<file path="src/rtl/ad5205_ctrl.sv">
// AD5205 six-channel digipot controller: per-channel wiper shadows, single-channel
// writes from a register-bus requester, shadow replay, and an 11-bit 3-wire SPI master.
//
// state  | meaning
// IDLE   | arbitrate: command first, then the next pending refresh frame
// SETUP  | ssn low, sck low, first data bit settling for one half-period
// SCK_HI | sck high; device samples sdi on the rising edge
// SCK_LO | sck low; sdi moves to the next bit on entry (held after the last bit)
// GAP    | ssn high for one half-period before the next frame may start
module ad5205_ctrl #(
    parameter int CLK_DIV = 4
) (
    input  logic       mclk,
    input  logic       reset_n,
    input  logic       cmd_req,
    input  logic [2:0] cmd_chan,
    input  logic [7:0] cmd_pos,
    output logic       cmd_ack,
    output logic       cmd_err,
    input  logic       refresh_req,
    input  logic [2:0] rd_chan,
    output logic [7:0] rd_pos,
    output logic       busy,
    output logic       spi_sck,
    output logic       spi_sdi,
    output logic       spi_ssn
);

    typedef enum logic [2:0] {
        IDLE,
        SETUP,
        SCK_HI,
        SCK_LO,
        GAP
    } state_t;

    localparam logic [7:0] HALF_LOAD = 8'(CLK_DIV - 1);
    localparam logic [3:0] LAST_BIT  = 4'd10;
    localparam logic [2:0] LAST_CHAN = 3'd5;

    state_t      state, state_nxt;
    logic [7:0]  half_cnt, half_nxt;
    logic [3:0]  bit_cnt, bit_nxt;
    logic [10:0] shreg, shreg_nxt;
    logic        sck_nxt, ssn_nxt;
    logic        ack_nxt, err_nxt;
    logic        pending, pending_nxt;
    logic [2:0]  ref_idx, ref_nxt;
    logic [7:0]  shadow [6];
    logic        sh_we;
    logic        start;
    logic [10:0] frame;
    logic        half_done;

    assign half_done = (half_cnt == 8'd0);
    // The shift register MSB is the data line, so sdi only moves when the register moves.
    assign spi_sdi   = shreg[10];
    assign busy      = (state != IDLE) | pending;
    assign rd_pos    = (rd_chan <= LAST_CHAN) ? shadow[rd_chan] : 8'h00;

    always_comb begin
        state_nxt   = state;
        half_nxt    = half_cnt;
        bit_nxt     = bit_cnt;
        shreg_nxt   = shreg;
        sck_nxt     = spi_sck;
        ssn_nxt     = spi_ssn;
        ack_nxt     = 1'b0;
        err_nxt     = 1'b0;
        pending_nxt = pending;
        ref_nxt     = ref_idx;
        sh_we       = 1'b0;
        start       = 1'b0;
        frame       = 11'd0;

        if (refresh_req && !pending) begin
            pending_nxt = 1'b1;
            ref_nxt     = 3'd0;
        end

        if (state != IDLE) begin
            half_nxt = half_done ? HALF_LOAD : half_cnt - 8'd1;
        end

        case (state)
            IDLE: begin
                // Skipping the ack cycle keeps a still-held request from being taken twice.
                if (cmd_req && !cmd_ack) begin
                    ack_nxt = 1'b1;
                    if (cmd_chan <= LAST_CHAN) begin
                        sh_we = 1'b1;
                        start = 1'b1;
                        frame = {cmd_chan, cmd_pos};
                    end else begin
                        err_nxt = 1'b1;
                    end
                end else if (pending) begin
                    start = 1'b1;
                    frame = {ref_idx, shadow[ref_idx]};
                    if (ref_idx == LAST_CHAN) begin
                        pending_nxt = 1'b0;
                        ref_nxt     = 3'd0;
                    end else begin
                        ref_nxt = ref_idx + 3'd1;
                    end
                end
            end
            SETUP: begin
                if (half_done) begin
                    sck_nxt   = 1'b1;
                    state_nxt = SCK_HI;
                end
            end
            SCK_HI: begin
                if (half_done) begin
                    sck_nxt   = 1'b0;
                    state_nxt = SCK_LO;
                    if (bit_cnt != LAST_BIT) begin
                        shreg_nxt = {shreg[9:0], 1'b0};
                    end
                end
            end
            SCK_LO: begin
                if (half_done) begin
                    if (bit_cnt == LAST_BIT) begin
                        ssn_nxt   = 1'b1;
                        state_nxt = GAP;
                    end else begin
                        bit_nxt   = bit_cnt + 4'd1;
                        sck_nxt   = 1'b1;
                        state_nxt = SCK_HI;
                    end
                end
            end
            GAP: begin
                if (half_done) begin
                    state_nxt = IDLE;
                end
            end
            default: state_nxt = IDLE;
        endcase

        if (start) begin
            shreg_nxt = frame;
            ssn_nxt   = 1'b0;
            sck_nxt   = 1'b0;
            bit_nxt   = 4'd0;
            half_nxt  = HALF_LOAD;
            state_nxt = SETUP;
        end
    end

    always_ff @(posedge mclk or negedge reset_n) begin
        if (!reset_n) begin
            state    <= IDLE;
            half_cnt <= 8'd0;
            bit_cnt  <= 4'd0;
            shreg    <= 11'd0;
            spi_sck  <= 1'b0;
            spi_ssn  <= 1'b1;
            cmd_ack  <= 1'b0;
            cmd_err  <= 1'b0;
            pending  <= 1'b0;
            ref_idx  <= 3'd0;
            for (int i = 0; i < 6; i++) begin
                shadow[i] <= 8'h80;
            end
        end else begin
            state    <= state_nxt;
            half_cnt <= half_nxt;
            bit_cnt  <= bit_nxt;
            shreg    <= shreg_nxt;
            spi_sck  <= sck_nxt;
            spi_ssn  <= ssn_nxt;
            cmd_ack  <= ack_nxt;
            cmd_err  <= err_nxt;
            pending  <= pending_nxt;
            ref_idx  <= ref_nxt;
            if (sh_we) begin
                shadow[cmd_chan] <= cmd_pos;
            end
        end
    end

endmodule

</file>
<file path="config.mk">
export PLATFORM = sky130hd
export DESIGN_NAME = ad5205_ctrl
export DESIGN_NICKNAME = d
export VERILOG_FILES = /design/src/rtl/ad5205_ctrl.sv
export SDC_FILE = /design/constraint.sdc
export NUM_CORES = 1
export LEC_CHECK = 0
export ABC_AREA = 1
export BUFFER_PORTS_ARGS = -buffer_cell sky130_fd_sc_hd__clkbuf_2
export CAP_MARGIN = 5
export CELL_PAD_IN_SITES_DETAIL_PLACEMENT = 2
export CELL_PAD_IN_SITES_GLOBAL_PLACEMENT = 2
export CORE_MARGIN = 3
export CORE_UTILIZATION = 35
export CTS_CLUSTER_DIAMETER = 100
export DETAILED_ROUTE_END_ITERATION = 10
export PLACE_DENSITY = 0.76
export SLEW_MARGIN = 5
export SYNTH_ARGS = -nofsm -noshare
export SYNTH_HDL_FRONTEND = slang
export SYNTH_SLANG_ARGS = --single-unit
</file>
<file path="constraint.sdc">
create_clock -name mclk -period 1.9 [get_ports mclk]
set_input_delay 0.19 -clock mclk [delete_from_list [all_inputs] [get_ports mclk]]
set_output_delay 0.19 -clock mclk [all_outputs]
set_load 0.05 [all_outputs]
</file>
==> flow_metrics.py, run 1 <==
metrics = {
    "timing": {
        "skew_ns": 0.00359,
        "hold_viol_final": 0,
        "period_share": 0.941,
        "final.min_clock_period_ns": 1.79,
        "setup_viol": 0,
        "clock.fmax_ghz": 0.559,
        "max-slew-margin-rel": 0.554,
        "fin_tns_setup_ns": 0,
        "rsz0062_at_grt": "true",
        "worst_slew_pin_slew_ns": 0.668,
        "slew_viol_final": 0,
        "hold_slack_ns": 0.159,
    },
    "critical_path": {
        "cp_slowest_cell": "dfrtp_1",
        "cp-end-kind": "primary output",
        "setup.worst_path.start": "shadow[17]",
        "r2r-start": "state[1]",
        "r2r_setup_slack_ns": 0.12,
        "arrival_ns": 1.60,
        "crit_family": "compound AO/OA/AOI/OAI gates",
        "crit_top_cell": "o21ai_0",
        "cp-start-kind": "flip-flop",
        "cp_max_fo": 2,
        "cpPeakStageDelay_ns": 0.34,
        "crit_buf_inv": 2,
        "worstSetupPathType": "flip-flop to primary output",
        "cp_cell_sequence": "inv_1, a21oi_1, o21ai_0, o21ai_0, nand2_1, o21ai_1, buf_4",
        "cp.required_ns": 1.71,
    },
    "cts": {
        "h-tree-depth": 3,
        "cts_tree": "done",
        "path_clk_slew_ns": 0.06,
        "cts_buffers": 9,
        "clockRootBuffer": "clkbuf_16",
        "cts_sinks": 82,
        "clock_path_buffers": 2,
        "insertion_delay_ns": 0.35,
        "cts_setup_buffers": 0,
    },
    "detailed_routing": {
        "dr.pass1.iters": 4,
        "detail_route.vias_per_cell": 5.14,
        "wl_per_cell_um": 18.4,
        "drc": 0,
        "num_vias": 4435,
        "antenna_left": 0,
        "wl_um": 15900,
        "drt-initial-drc-count": 164,
    },
    "cells_and_area": {
        "diodes": 0,
        "multi_input_area_mm2": 0.00220,
        "drive_gt1_frac": 0.132,
        "n_fill_cell": 1498,
        "syn_to_final_growth_pct": 17.4,
        "seq_area_mm2": 0.00206,
        "finish.instance_area_mm2": 0.00542,
        "fin_nets": 708,
        "stdcell_count": 863,
    },
    "placement": {
        "place_inst": 846,
        "gp_congestion": 0.774,
        "hpwl_um": 11600,
        "place_area_mm2": 0.00502,
        "portBuffers": 31,
    },
    "synth": {
        "synth_fa_ha_area_frac": 0.0108,
        "async_flop_share": 1.00,
        "syn_inst": 656,
        "synthMuxAreaShare": 0,
        "synth_edf_count": 0,
        "yosys.area.top_type_share": 0.407,
        "yosys.area_share.simple": 0.286,
        "synth_xor_area_frac": 0.00569,
        "synth_compound_area_frac": 0.164,
        "yosysSeqAreaShare": 0.447,
        "syn-cell-area_mm2": 0.00461,
        "synth_cell_types": 34,
        "yosys_most_used_dff": "dfrtp_1",
        "yosys_warnings": 0,
        "synth_top_cells_by_area": "dfrtp_1 41%, nand2_1 19%, o21ai_0 9.5%",
        "ys_ff_latch": 82,
        "syn_area_per_cell_um2": 7.03,
        "synth_nets": 678,
        "synth_top_area_cell": "dfrtp_1",
        "synth_top_family_by_area": "simple AND/OR/NAND/NOR gates",
    },
    "pwr": {
        "power_frac_seq": 0.342,
        "clkPwrFrac": 0.212,
        "leakagePower_nw": 2.73,
        "p_per_area_mw_per_mm2": 1570,
        "combPwrFrac": 0.446,
        "p_sw_w": 0.00379,
        "swShare": 0.446,
        "power.total_w": 0.00850,
        "intPower_w": 0.00471,
        "peakVddDrop_mv": 0.532,
    },
    "grt": {
        "grt_pass1_vias": 4913,
        "grt_first_pass_wirelength_um": 26000,
        "track_usage": 0.231,
        "grt_use_met1": 0.269,
        "grt_use_met3": 0.0290,
        "grt_max_degree": 53,
        "grt_overflow": 0,
        "busiest_layer": "met2",
        "grt_use_met2": 0.428,
        "antenna_found_initial": 0,
    },
    "outcome": {
        "status": "completed",
    },
    "floorplanning": {
        "die_w_um": 121,
        "start_util": 0.361,
        "rows": 41,
        "die_area_mm2": 0.0146,
        "boundaryPins": 32,
        "core_area_mm2": 0.0128,
        "die_y_um": 121,
    },
    "flow_run": {
        "maxCapViolations": 0,
    },
    "hold_path": {
        "hold_start": "refresh_req",
        "min_path_type": "primary input to flip-flop",
    },
}
## placed cells by master, fill, tap and decap left out, drive strengths merged
cell type | synthesis | layout
nand2 | 238 | 238
o21ai | 96 | 96
inv | 79 | 79
dfrtp | 75 | 75
nor2 | 45 | 45
clkbuf | 17 | 33
nand3 | 27 | 27
a21oi | 22 | 22
buf | 7 | 21
o211ai | 17 | 17
dfstp | 7 | 7
nor3 | 4 | 4
ha | 4 | 4
clkinv | 2 | 4
xor2 | 3 | 3
or2 | 3 | 3
nand4 | 3 | 3
a31oi | 2 | 2
nor3b | 2 | 2
o31ai | 1 | 1
o21bai | 1 | 1
o22ai | 1 | 1
bufinv | 0 | 1
clkinvlp | 0 | 1
dlygate4sd3 | 0 | 1
## per-layer routing
layer	vias up	wire length, um
li1	2147	-
met1	2215	6660
met2	50	8530
met3	23	276
met4	0	411
met5	-	0
## path summary, 6_finish.rpt
kind,endpoint,cells after the start
worst min-delay path,pending,3
max in group asynchronous,spi_ssn,3
worst max register to register,bit_cnt[2],8
worst max-delay path,rd_pos[1],7
worst min register to register,shreg[2],2
min in group asynchronous,shadow[37],2
## registers in the layout, indices dropped and copies added (netlist names)
name and count:
shadow 48, spi_ssn 1, ref_idx 3, pending 1, shreg 11, cmd_err 1
cmd_ack 1, half_cnt 8, bit_cnt 4, spi_sck 1, state 3
## Yosys cell counts (2+ instances only)
cell / number
a21oi_1: 22
a31oi_1: 2
buf_1: 3
buf_2: 3
clkbuf_1: 17
clkinv_1: 2
dfrtp_1: 75
dfstp_2: 7
ha_1: 4
inv_1: 77
inv_2: 2
nand2_1: 233
nand2_2: 4
nand3_1: 26
nand4_2: 2
nor2_1: 41
nor2_2: 3
nor3_1: 4
nor3b_1: 2
o211ai_1: 17
o21ai_0: 88
o21ai_1: 7
or2_1: 2
xor2_1: 3
## layout make-up
class	count	area share
timing repair buffer	43	0.0633
sequential	82	0.380
clock inverter	4	0.00947
inverter	81	0.0561
multi-input combinational	469	0.405
tap	172	0.0397
clock buffer	12	0.0455
## per-stage QoR
step / worst slack [ns] / utilization
2_1_floorplan: 0.0743 / -
3_3_place_gp: 0.0965 / 0.393
3_5_place_dp: -0.0206 / 0.393
4_1_cts: 0.00391 / 0.419
5_1_grt: -0.0764 / 0.424
6_report: 0.111 / 0.424
## timing repair
item / 4_1_cts / 5_1_grt
endpoints found under the setup margin: 9 / 54
hold endpoints to repair: 26 / 0
gates resized for setup: 9 / 39
hold buffers: 1 / 0
## cell families (layout without fill, tap and decap cells)
family | after synthesis | after routing
fa+ha+maj | 4 | 4
simple gates | 322 | 322
buf+inv | 105 | 140
flops | 82 | 82
compound gates | 140 | 140
xor+xnor | 3 | 3
## power by group through the flow
stage | combinational (W) | clock, W | sequential, W
after floorplan | 0.00252 | 0 | 0.00283
after global placement | 0.00349 | 0 | 0.00288
after detailed placement | 0.00370 | 0 | 0.00292
after CTS | 0.00377 | 0.00185 | 0.00291
after global routing | 0.00434 | 0.00193 | 0.00300
final | 0.00379 | 0.00180 | 0.00291
## worst reg2reg max path, stage by stage (launching register included)
cell     delay (ns)
dfrtp_1        0.42
nor2_2         0.17
nand2_2        0.16
inv_1          0.18
nand2_4        0.17
inv_2          0.24
o21ai_2        0.15
nand2_1        0.08
o21ai_0        0.08
Note: power is estimated with default switching activity, not from simulation.
==> run 2, diff against run 1 <==
--- a/config.mk
+++ b/config.mk
@@ -10,3 +10,3 @@
 export CAP_MARGIN = 5
-export CELL_PAD_IN_SITES_DETAIL_PLACEMENT = 2
+export CELL_PAD_IN_SITES_DETAIL_PLACEMENT = 0
 export CELL_PAD_IN_SITES_GLOBAL_PLACEMENT = 2
@@ -16,2 +16,3 @@
 export DETAILED_ROUTE_END_ITERATION = 10
+export GPL_ROUTABILITY_DRIVEN = 0
 export PLACE_DENSITY = 0.76
--- a/constraint.sdc
+++ b/constraint.sdc
@@ -3,2 +3,2 @@
 set_output_delay 0.19 -clock mclk [all_outputs]
-set_load 0.05 [all_outputs]
+set_load 0.02 [all_outputs]
==> run 2 against run 1 <==
Critical endpoint is now rd_pos[7]. First-iteration DRC count increased by 54%. Global-route usage down 3.6 points. Cell area is 0.46% higher. Worst setup slack lost 0.037 ns. Non-clock buffer count grew 9. Flip-flop and latch count is the same. Clock skew grew 0.0033 ns. Register-to-register slack is essentially flat. Via count fell by 5.8%. Critical path depth is the same. Count of clock-buffer cells in the layout shrank 2.
==> flow_metrics.py, run 2 (synthesized netlist as in run 1, its figures left out) <==
metrics = {
    "timing": {
        "setup_slack_ns": 0.0746,
        "worst_slew_pin_slew_ns": 0.481,
        "clock.fmax_ghz": 0.548,
        "skew_ns": 0.00688,
        "hold_viol_final": 0,
        "final.min_clock_period_ns": 1.83,
        "slew_viol_final": 0,
        "rsz0062_at_grt": "true",
        "max-slew-margin-rel": 0.679,
        "setup_viol": 0,
        "period_share": 0.961,
    },
    "placement": {
        "hpwl_um": 9530,
        "pre_cts_slack_ns": 0.0565,
        "place_area_mm2": 0.00508,
        "portBuffers": 31,
    },
    "pwr": {
        "clkPwrFrac": 0.236,
        "intPower_w": 0.00482,
        "p_per_area_mw_per_mm2": 1520,
        "swShare": 0.416,
        "peakVddDrop_mv": 0.626,
        "leakagePower_nw": 2.77,
        "combPwrFrac": 0.416,
        "power_frac_seq": 0.349,
        "p_sw_w": 0.00344,
    },
    "critical_path": {
        "arrival_ns": 1.64,
        "cp-start-kind": "flip-flop",
        "r2r_end": "shadow[19]",
        "cp-end-kind": "primary output",
        "worstSetupPathType": "flip-flop to primary output",
        "cp.required_ns": 1.71,
        "r2r_cells": 5,
        "cp_max_fo": 2,
        "r2r_setup_slack_ns": 0.13,
        "r2r-start": "state[1]",
    },
    "cts": {
        "h-tree-depth": 3,
        "clockRootBuffer": "clkbuf_16",
        "insertion_delay_ns": 0.35,
        "cts_tree": "done",
        "clock_path_buffers": 2,
        "cts_buffers": 9,
        "path_clk_slew_ns": 0.06,
        "cts_sinks": 82,
        "cts_setup_buffers": 0,
    },
    "floorplanning": {
        "core_area_mm2": 0.0128,
        "die_area_mm2": 0.0146,
        "rows": 41,
        "start_util": 0.361,
        "die_w_um": 121,
        "die_y_um": 121,
        "boundaryPins": 32,
    },
    "detailed_routing": {
        "wl_per_cell_um": 15.4,
        "drc": 0,
        "antenna_left": 0,
        "dr.pass1.iters": 4,
        "drt-initial-drc-count": 252,
        "num_vias": 4178,
        "detail_route.vias_per_cell": 4.79,
        "wl_um": 13400,
    },
    "cells_and_area": {
        "drive_gt1_frac": 0.133,
        "top_register": "shadow",
        "n_fill_cell": 1318,
        "syn_to_final_growth_pct": 17.9,
        "mostFrequentLayoutCells": "231 x nand2_1, 86 x o21ai_0, 77 x inv_1",
        "mostFrequentLayoutCell": "nand2_1",
        "finish.instance_area_mm2": 0.00544,
        "largest_reg_flops": 48,
        "multi_input_area_mm2": 0.00217,
        "diodes": 0,
        "largestRegisters": "shadow x48, shreg x11, half_cnt x8",
        "seq_area_mm2": 0.00206,
        "fin_util": 0.426,
        "fin_nets": 717,
    },
    "hold_path": {
        "whs_path_depth": 3,
        "hold_path_end": "pending",
        "min_path_type": "primary input to flip-flop",
        "hold_start": "refresh_req",
    },
    "outcome": {
        "status": "completed",
    },
    "grt": {
        "grt_first_pass_wirelength_um": 21800,
        "grt_overflow": 0,
        "antenna_found_initial": 0,
        "grt_pass1_vias": 4104,
        "grt_max_degree": 44,
        "track_usage": 0.195,
    },
    "flow_run": {
        "maxCapViolations": 0,
    },
}
## run 2: worst max-delay path, cell delays in order, from the launching register on
cell and delay (ns):
dfstp_2 0.53, inv_1 0.05, nand2_1 0.04, o21ai_0 0.08, o21ai_1 0.23, nand2_1 0.09
o21ai_1 0.11, buf_4 0.17
## run 2: worst max path at each step
| stage | startpoint | end | cells after the start | slack, ns |
|---|---|---|---|---|
| floorplan | cmd_ack | shreg[0] | 10 | 0.29 |
| global placement | half_cnt[0] | half_cnt[7] | 11 | 0.12 |
| detailed placement | state[1] | shreg[8] | 9 | 0.06 |
| CTS | state[1] | shreg[2] | 9 | 0.05 |
| global route | state[1] | shadow[22] | 5 | -0.11 |
| finish | shadow[39] | rd_pos[7] | 7 | 0.07 |
## run 2: cell type report
| class | instances | share of cell area |
|---|---|---|
| timing repair buffer | 52 | 0.0658 |
| clock inverter | 6 | 0.0166 |
| multi-input combinational | 469 | 0.399 |
| tap | 172 | 0.0395 |
| sequential | 82 | 0.379 |
| inverter | 81 | 0.0563 |
| clock buffer | 10 | 0.0439 |
## run 2: repair_timing
item | CTS | global route
endpoints found under the hold margin | 18 | 0
cloned | 0 | 0
hold buffers | 1 | 0
gates resized for setup | 1 | 10
setup endpoints to repair | 1 | 34
pin swaps | 0 | 1
## run 2: power groups by stage
stage,Combinational [W],Clock (W),Sequential [W]
floorplan,0.00243,0,0.00279
global placement,0.00338,0,0.00288
detailed placement,0.00342,0,0.00289
CTS,0.00343,0.00201,0.00287
global route,0.00398,0.00209,0.00296
finish,0.00343,0.00195,0.00288
## run 2: stage by stage
step | std cells | power [W] | setup TNS [ns] | hold slack (ns)
after floorplan | 656 | 0.00522 | 0 | -0.106
after global placement | 855 | 0.00626 | 0 | 0.126
after detailed placement | 855 | 0.00631 | 0 | 0.129
after CTS | 872 | 0.00830 | 0 | 0.107
after global routing | 872 | 0.00903 | -0.957 | 0.131
final | 872 | 0.00826 | 0 | 0.136
## run 2: layer usage
layer / GRT usage / share of wire / up-vias
met1: 0.252 / 0.47 / 1936
met4: 0.0602 / 0.017 / 0
met3: 0.0402 / 0.033 / 17
met5: 0 / 0 / -
li1: - / - / 2163
met2: 0.327 / 0.48 / 62
==> run 3, diff against run 2 <==
--- a/constraint.sdc
+++ b/constraint.sdc
@@ -3,2 +3,2 @@
 set_output_delay 0.19 -clock mclk [all_outputs]
-set_load 0.02 [all_outputs]
+set_load 0.005 [all_outputs]
==> run 3 against run 2 <==
Sequential share of layout area hardly changed. Fmax is 5.9% higher. Combinational power hardly changed. Non-clock buffer count is 1 lower. Core utilization hardly changed. Cell count is 0.11% lower. Flip-flop and latch count stayed put. Sequential power hardly changed. Largest power group unchanged.
==> flow_metrics.py, run 3 (synthesized netlist as in run 1, its figures left out) <==
metrics = {
    "outcome": {
        "status": "completed",
    },
    "pwr": {
        "intPower_w": 0.00474,
        "power_frac_seq": 0.353,
        "p_per_area_mw_per_mm2": 1490,
        "power.total_w": 0.00808,
        "clkPwrFrac": 0.223,
        "swShare": 0.413,
        "peakVddDrop_mv": 0.626,
        "p_sw_w": 0.00334,
        "combPwrFrac": 0.424,
        "leakagePower_nw": 2.77,
    },
    "floorplanning": {
        "die_w_um": 121,
        "core_area_mm2": 0.0128,
        "rows": 41,
        "die_area_mm2": 0.0146,
        "boundaryPins": 32,
        "start_util": 0.361,
        "die_y_um": 121,
    },
    "timing": {
        "period_share": 0.908,
        "skew_ns": 0.00608,
        "final.min_clock_period_ns": 1.72,
        "setup_viol": 0,
        "worst_slew_pin_slew_ns": 0.486,
        "fin_tns_setup_ns": 0,
        "rsz0062_at_grt": "false",
        "max-slew-margin-rel": 0.676,
        "slew_viol_final": 0,
        "setup_slack_ns": 0.176,
        "clock.fmax_ghz": 0.580,
        "hold_viol_final": 0,
    },
    "critical_path": {
        "cp-start-kind": "flip-flop",
        "cp_num_cells": 7,
        "worstSetupPathType": "flip-flop to primary output",
        "cp_cell_sequence": "inv_1, nand2_1, o21ai_0, o21ai_1, nand2_1, o21ai_0, clkbuf_2",
        "cp.required_ns": 1.71,
        "crit_family": "flip-flops",
        "arrival_ns": 1.53,
        "critPathCapture": "rd_pos[7]",
        "cp_slowest_cell": "dfstp_2",
        "crit_buf_inv": 2,
        "cp-end-kind": "primary output",
        "cp_max_fo": 2,
        "r2r_cells": 8,
        "setup.worst_path.start": "shadow[39]",
        "r2r-start": "state[1]",
        "r2r_setup_slack_ns": 0.19,
        "r2r_end": "spi_sck",
        "cpPeakStageDelay_ns": 0.53,
    },
    "detailed_routing": {
        "wl_um": 13200,
        "drc": 0,
        "dr.pass1.iters": 4,
        "drt-initial-drc-count": 178,
        "wl_per_cell_um": 15.1,
        "num_vias": 4212,
        "detail_route.vias_per_cell": 4.84,
        "antenna_left": 0,
    },
    "cts": {
        "cts_sinks": 82,
        "clock_path_buffers": 2,
        "cts_tree": "done",
        "insertion_delay_ns": 0.34,
        "path_clk_slew_ns": 0.06,
        "cts_buffers": 9,
        "clockRootBuffer": "clkbuf_16",
        "cts_setup_buffers": 0,
        "h-tree-depth": 3,
    },
    "hold_path": {
        "min_path_type": "primary input to flip-flop",
    },
    "flow_run": {
        "maxCapViolations": 0,
    },
    "grt": {
        "grt_max_degree": 37,
        "grt_first_pass_wirelength_um": 22000,
        "grt_overflow": 0,
        "antenna_found_initial": 0,
        "track_usage": 0.195,
        "grt_pass1_vias": 4280,
    },
    "cells_and_area": {
        "seq_area_mm2": 0.00206,
        "fin_nets": 716,
        "n_fill_cell": 1345,
        "largest_reg_flops": 48,
        "mostFrequentLayoutCells": "229 x nand2_1, 87 x o21ai_0, 77 x inv_1",
        "top_register": "shadow",
        "drive_gt1_frac": 0.133,
        "syn_to_final_growth_pct": 18.0,
        "multi_input_area_mm2": 0.00220,
        "mostFrequentLayoutCell": "nand2_1",
        "diodes": 0,
        "largestRegisters": "shadow x48, shreg x11, half_cnt x8",
    },
    "placement": {
        "portBuffers": 31,
        "pre_cts_slack_ns": 0.0665,
        "hpwl_um": 9490,
    },
}
run 3: changes by cell type in the layout (fill, tap and decap cells not counted), sizes merged:
| cell | previous run | this run |
|---|---|---|
| bufinv | 2 | 1 |
| clkbuf | 39 | 41 |
| buf | 22 | 20 |
run 3: layout make-up:
type                    instances  area share
flip-flops and latches         82       0.379
multi-input cells             469       0.404
well taps                     172      0.0395
inverters                      81      0.0559
clock buffers                  11      0.0464
clock inverters                 5     0.00966
repair buffers                 51      0.0662
run 3: worst register-to-register path, cell delays in order, from the launching register on:
cell and delay (ns):
dfrtp_1 0.41, nor2_2 0.21, nand2_4 0.13, inv_1 0.15, nand2_4 0.17, inv_2 0.25, nor2_1 0.06, o21ai_0 0.16
inv_1 0.05
run 3: per-layer routing:
layer / GRT usage / routed length [um]
met1: 0.251 / 6070
met2: 0.341 / 6530
met3: 0.0267 / 322
met4: 0.0574 / 234
met5: 0 / 0
run 3: power by group through the flow:
| stage | Clock [W] | Sequential, W | Combinational, W |
|---|---|---|---|
| floorplan | 0 | 0.00277 | 0.00238 |
| global placement | 0 | 0.00286 | 0.00337 |
| detailed placement | 0 | 0.00288 | 0.00340 |
| CTS | 0.00186 | 0.00285 | 0.00342 |
| global route | 0.00194 | 0.00295 | 0.00404 |
| finish | 0.00180 | 0.00286 | 0.00342 |
run 3: through the flow:
| stage | std cells | hold slack, ns | area [um2] | util |
|---|---|---|---|---|
| 4_1_cts | 871 | 0.124 | 5400 | 0.423 |
| 6_report | 871 | 0.136 | 5440 | 0.426 |
| 5_1_grt | 871 | 0.149 | 5440 | 0.426 |
| 2_1_floorplan | 656 | -0.106 | 4610 | - |
| 3_5_place_dp | 854 | 0.186 | 5080 | 0.398 |
| 3_3_place_gp | 854 | 0.181 | 5080 | 0.398 |
run 3: what timing repair did:
item / in CTS / in global routing
hold buffers: 1 / 0
gates resized for setup: 0 / 10
setup endpoints to repair: 0 / 37
endpoints found under the hold margin: 27 / 0
run 3: how the worst min path moves through the flow:
stage	from	end	depth (start not counted)
2_1_floorplan	reset_n	bit_cnt[0]	0
3_3_place_gp	reset_n	shadow[41]	1
3_5_place_dp	reset_n	shadow[41]	1
4_1_cts	refresh_req	pending	3
5_1_grt	refresh_req	pending	3
6_report	refresh_req	pending	3
